$ cat src/rtl/rom_stream_reader.sv
// Streams LEN consecutive bytes from a combinational-read byte ROM, starting at BASE,
// out over a valid/ready interface with a one-cycle done pulse at the end.
module rom_stream_reader #(
  parameter int ADDR_W = 9,
  parameter int DATA_W = 8,
  parameter int LEN_W  = 10
) (
  input  logic              clk_i,
  input  logic              rst_ni,
  input  logic              start_i,
  input  logic [ADDR_W-1:0] base_addr_i,
  input  logic [LEN_W-1:0]  len_i,
  output logic [ADDR_W-1:0] rom_addr_o,
  output logic              rom_rd_en_o,
  output logic              rom_cs_o,
  input  logic [DATA_W-1:0] rom_data_i,
  output logic [DATA_W-1:0] out_data_o,
  output logic              out_valid_o,
  input  logic              out_ready_i,
  output logic              busy_o,
  output logic              done_o
);

  typedef enum logic [1:0] {
    IDLE,
    RUN,
    DRAIN
  } state_e;

  state_e             state_q, state_d;
  logic [ADDR_W-1:0]  ptr_q, ptr_d;
  logic [LEN_W-1:0]   remaining_q, remaining_d;
  logic [DATA_W-1:0]  out_data_q, out_data_d;
  logic               out_valid_q, out_valid_d;
  logic               done_q, done_d;
  logic               load;
  logic               handshake;

  // A ROM read happens only when the output register is free or being emptied this cycle.
  assign load      = (state_q == RUN) && (remaining_q != '0) && (!out_valid_q || out_ready_i);
  assign handshake = out_valid_q && out_ready_i;

  always_ff @(posedge clk_i or negedge rst_ni) begin
    if (!rst_ni) begin
      state_q     <= IDLE;
      ptr_q       <= '0;
      remaining_q <= '0;
      out_data_q  <= '0;
      out_valid_q <= 1'b0;
      done_q      <= 1'b0;
    end else begin
      state_q     <= state_d;
      ptr_q       <= ptr_d;
      remaining_q <= remaining_d;
      out_data_q  <= out_data_d;
      out_valid_q <= out_valid_d;
      done_q      <= done_d;
    end
  end

  always_comb begin
    state_d     = state_q;
    ptr_d       = ptr_q;
    remaining_d = remaining_q;
    out_data_d  = out_data_q;
    out_valid_d = out_valid_q;
    done_d      = 1'b0;

    if (load) begin
      out_data_d  = rom_data_i;
      out_valid_d = 1'b1;
      ptr_d       = ptr_q + ADDR_W'(1);
      remaining_d = remaining_q - LEN_W'(1);
    end else if (handshake) begin
      out_valid_d = 1'b0;
    end

    case (state_q)
      IDLE: begin
        if (start_i) begin
          // A zero-length request completes immediately without touching the ROM.
          if (len_i != '0) begin
            ptr_d       = base_addr_i;
            remaining_d = len_i;
            state_d     = RUN;
          end else begin
            done_d = 1'b1;
          end
        end
      end
      RUN: begin
        if (load && (remaining_q == LEN_W'(1))) begin
          state_d = DRAIN;
        end
      end
      DRAIN: begin
        if (handshake) begin
          state_d = IDLE;
          done_d  = 1'b1;
        end
      end
      default: state_d = IDLE;
    endcase
  end

  assign rom_addr_o  = ptr_q;
  assign rom_rd_en_o = load;
  assign rom_cs_o    = load;
  assign out_data_o  = out_data_q;
  assign out_valid_o = out_valid_q;
  assign busy_o      = (state_q != IDLE);
  assign done_o      = done_q;

endmodule

$ cat config.mk
export PLATFORM = sky130hd
export DESIGN_NAME = rom_stream_reader
export DESIGN_NICKNAME = d
export VERILOG_FILES = /design/src/rtl/rom_stream_reader.sv
export SDC_FILE = /design/constraint.sdc
export NUM_CORES = 1
export LEC_CHECK = 0
export BUFFER_PORTS_ARGS = -buffer_cell sky130_fd_sc_hd__buf_4
export CAP_MARGIN = 30
export CORE_MARGIN = 4
export CORE_UTILIZATION = 51
export CTS_CLUSTER_DIAMETER = 120
export DETAILED_ROUTE_END_ITERATION = 10
export PLACE_DENSITY = 0.79
export SYNTH_ARGS = -nofsm -noshare
export SYNTH_HDL_FRONTEND = slang
export SYNTH_SLANG_ARGS = --single-unit
$ cat constraint.sdc
create_clock -name clk_i -period 2.2 [get_ports clk_i]
set_input_delay 0.33 -clock clk_i [delete_from_list [all_inputs] [get_ports clk_i]]
set_output_delay 0.33 -clock clk_i [all_outputs]
set_load 0.005 [all_outputs]
After elaboration in Yosys (flattened, before gate mapping)
Cells that the tools add are included.
{ "totals": {"register_bits": 31, "latchBits": 0, "mem_bits_rw": 0, "mem_bits_ro": 0, "input_bits": 31, "out_inout_bits": 22, "elab_cells": 46, "n_memories": 0} }
{ "classes": {"add_sub_neg": 2, "multipliers": 0, "div_mod_pow": 0, "order_cmp": 0, "n_eq_ne": 7, "n_shift": 0, "n_mux": 19, "bitwise": 0, "n_reduce_logical": 12} }
{ "op_table": {"columns": ["cell", "n"], "rows": [
  ["2-to-1 mux 10 bit", 4],
  ["2-to-1 mux 9 bit", 4],
  ["nonzero test 10 bit", 2],
  ["== test 10 x 1 -> 1 bit (second input constant)", 1],
  ["subtractor 10 x 1 -> 10 bit (second input constant)", 1],
  ["adder 9 x 1 -> 9 bit (second input constant)", 1],
  ["2-to-1 mux 2 bit", 4],
  ["inequality test 2 bit (second input constant)", 3],
  ["one-hot mux 2 bit (3 select lines)", 1],
  ["2-to-1 mux 1 bit", 5],
  ["logical AND 1 bit", 4],
  ["AND reduction 4 bit", 1],
  ["nonzero test 2 bit", 2],
  ["== test 2 x 1 -> 1 bit (second input constant)", 1],
  ["== test 2 bit (second input constant)", 1],
  ["zero test 2 bit", 1],
  ["inequality test 2 x 1 -> 1 bit (second input constant)", 1],
  ["one-hot mux 1 bit (2 select lines)", 1],
  ["zero test 1 bit", 1],
  ["logical OR 1 bit", 1]
]} }

Longest topological paths before layout
{ "depth": {"depth_word": 7, "mapped_depth": 7, "depth_no_buf": 5} }

Least setup slack after synthesis
OpenSTA, ideal clock, no wires.
{ "synth_path": {"path_kind": "register to output", "startpoint": "reg remaining_q[0]", "endpoint": "out rom_rd_en_o", "t_arrival_ns": 1.422, "required_time_ns": 1.870, "path_slack_ns": 0.448, "stages_incl_launch_ff": 7, "path_buffers": 2, "cell_sequence": "dfrtp_1 -> inv_1 -> ha_1 -> and3_4 -> buf_6 -> nor2_4 -> buf_4"} }
{ "synth_via": {"elab_chain_cells": 3} }
{ "synth_rtl": {"columns": ["element", "line", "text"], "rows": [
  ["start: declaration", "32", "logic [LEN_W-1:0] remaining_q, remaining_d;"],
  ["start signal: assignment", "54", "remaining_q <= remaining_d;"],
  ["nonzero test 10 bit", "40", "assign load = (state_q == RUN) && (remaining_q != '0) && (!out_valid_q || out_ready_i);"],
  ["logical AND 1 bit (2 in a row)", "40", null],
  ["end: declaration", "14", "output logic rom_rd_en_o,"]
]} }
No other way between the ends.

Worst setup path in the final report
{ "layout_path": {"startpoint": "reg remaining_q[5]", "endpoint": "out rom_cs_o"} }
{ "layout_via": {"elab_chain_cells": 3} }
{ "layout_rtl": {"columns": ["element", "line", "text"], "rows": [
  ["nonzero test 10 bit", "40", null],
  ["logical AND 1 bit (2 in a row)", "40", null],
  ["end: declaration", "15", "output logic rom_cs_o,"]
]} }
No other way between the ends.

==> results.ini <==
[timing]
worst_pin_slew_ps=410
max_slew_margin_pct=72.4
fin_worst_skew_ps=11.0
finalMaxSlewViolations=0
fmax_mhz=484
finalCritPeriodShare_pct=93.9
grt_setup_unrepaired=no
setup_viol=0
timing_hold_violations_final=0
min_period_ps=2070
tns_ps=0

[cts]
h-tree-depth=2
cts_buffer_depth=2
cts_buffers=5
clkTransAtPathRegs_ps=100
tritoncts=yes
clock_latency_ps=330
cts.sinks=31
cts-root-buf=clkbuf_4

[finish]
final_cell_mix=56 x buf_4, 31 x dfrtp_1, 19 x nor2_1, 14 x a31oi_1, 9 x nand3_1
fillCellCount=297
final_nets=277
num_antenna_cells=0
syn_to_final_growth_pct=27.6
drive_gt1_share_pct=32.9
final_common_cell=buf_4

[pwr]
p_per_area_nw_per_um2=1130
p_leak_nw=1.02
power.total_w=0.00261
max-vdd-ir-drop_uv=582

[die]
core_area_sq_um=3390
ios=53
die_area_sq_um=4570
die_x_um=67.6
die_y_um=67.6
num_rows=21
start_util_pct=53.4

[setup_path]
critical-path-max-stage-delay_ps=450
end_kind=primary output
cp_max_fo=15
worst-path-buf-inv=1
crit_path_start_kind=flop
worstPathRequired_ps=1870
critical_path_class=reg -> out
crit_chain=nor4_4, and3_4, nor2_4, buf_4
critPathSlowestCell=dfrtp_1
worstPathArrival_ps=1740
cp_top_family=simple AND/OR/NAND/NOR gates

[logic_synthesis]
syn_nets=222
ys_warn_count=0
synth.distinct_cells=41
ys_seq_elements=31
synth_area_sq_um=1810
synth_cells=187
yosysSeqAreaShare_pct=42.8
avgSynthCellArea_sq_um=9.68

[detailed_routing]
wl_met2_mm=2.07
viasPerCell=5.84
drt_wl_total_mm=4.42
initialDrtViolationCount=79
first_pass_iters=4
vias=1688
wl_per_cell_um=15.3
drc=0
met3WireLength_um=354
top_layer=met4
final_antenna_net_count=0
drt-met1-wl_mm=1.95

[global_route]
grt_usage_pct=19.6
first_global_vias=1513
grt_max_degree=32
grt_pass1_wl_mm=6.79
antenna_found_initial=0
grt_overflow_total=0

[flow_run]
maxCapViolations=0

[placement]
port_buffers=52
hpwl_mm=3.06
routabilityCongestion=0.812

[worst_hold_path]
min_path_type=in -> reg

[status]
outcome=completed

## power breakdown
part	switching, W	internal, W
Clock	0.000190	0.000124
Sequential	0.000294	0.000810
Combinational	0.000546	0.000646
## cell usage after synthesis
cell type  instances  area share, %
and3_1             3            1.0
nor4_1             3            1.0
or3_1              8            2.8
o21ai_0            4            1.1
nor2_4             1           0.62
a31oi_1           14            4.8
nor2_1            19            3.9
mux2_4             8            6.6
inv_1              6            1.2
clkbuf_1           1           0.21
nand4_1            3            1.0
o31ai_1            5            2.1
nand2b_1           3            1.0
nand3_1            9            2.5
nand2_1            7            1.5
ha_1               4            2.8
o21ai_1            7            1.9
o41ai_1            3            1.5
o41a_1             3            1.9
or3b_1             1           0.48
buf_4              1           0.41
buf_2              5            1.4
nor4_2             2            1.4
nor3b_1            2           0.83
a21oi_1            5            1.4
nor4b_1            1           0.48
nor3_1             6            1.7
o311a_1            1           0.55
a31o_2             1           0.48
o31a_1             1           0.48
buf_6              2            1.2
buf_1              1           0.21
nand3b_1           3            1.2
and2b_2            1           0.48
and3_4             1           0.62
a31o_1             1           0.48
dfrtp_1           31             43
nand2_2            1           0.35
and2_1             2           0.69
or4_1              5            2.1
or2_2              2           0.69
## timing repair
action / in CTS / in global routing
endpoints found under the setup margin: 2 / 2
endpoints found under the hold margin: 31 / 0
gates resized for setup: 1 / 1
pin swaps: 2 / 0
gates cloned: 1 / 0
buffers inserted: 1 / 0
hold buffers: 1 / 0
## layout make-up
cell class | count | area [sq um] | share of cell area [%]
Clock buffer | 7 | 45.0 | 1.95
Clock inverter | 1 | 5.00 | 0.217
Inverter | 6 | 22.5 | 0.975
Multi-Input combinational cell | 141 | 975 | 42.2
Sequential cell | 31 | 776 | 33.6
Tap cell | 46 | 57.6 | 2.49
Timing Repair Buffer | 57 | 430 | 18.6
## stage by stage
step                hold slack [ps]  setup WS, ps  cells  utilization [%]  cell area [sq um]
floorplan                      34.4           448    187                -               1810
global placement                289           314    278             65.4               2220
detailed placement              289           287    278             65.4               2220
CTS                             222          78.0    289             67.9               2300
global route                    224          52.9    289             68.2               2310
finish                          223           135    289             68.2               2310
## routing by layer
layer	global-route usage, %	vias to the layer above
met4	7.34	0
met5	0	-
met2	30.6	70
met1	26.5	792
met3	4.33	7
li1	-	819
## cell families (layout without fill, tap and decap cells)
| family | after synthesis | after routing | share of synthesized area, % |
|---|---|---|---|
| buffers and inverters | 16 | 71 | 4.70 |
| multiplexers | 8 | 8 | 6.63 |
| AND/OR/NAND/NOR | 83 | 84 | 26.4 |
| adder cells (fa/ha/maj) | 4 | 4 | 2.76 |
| AO/OA/AOI/OAI | 45 | 45 | 16.7 |
| flip-flops | 31 | 31 | 42.8 |
## worst paths after layout
kind,from,end,slack (ps),depth (start not counted)
min in group asynchronous,rst_ni,out_data_o[6]$_DFFE_PN0P_,470,2
min,rom_data_i[6],out_data_o[6]$_DFFE_PN0P_,220,2
max,remaining_q[5]$_DFF_PN0_,rom_cs_o,130,4
min reg2reg,out_data_o[5]$_DFFE_PN0P_,out_data_o[5]$_DFFE_PN0P_,520,1
max reg2reg,remaining_q[0]$_DFF_PN0_,remaining_q[3]$_DFF_PN0_,300,5
max in group asynchronous,rst_ni,rom_addr_o[2]$_DFF_PN0_,1430,2
## registers in the layout (all words and copies together), names as in the netlist
register and count:
remaining_q 10, rom_addr_o 9, out_data_o 8, state_q 2, done_o 1, out_valid_o 1
Note: power is estimated with default switching activity, not from simulation.
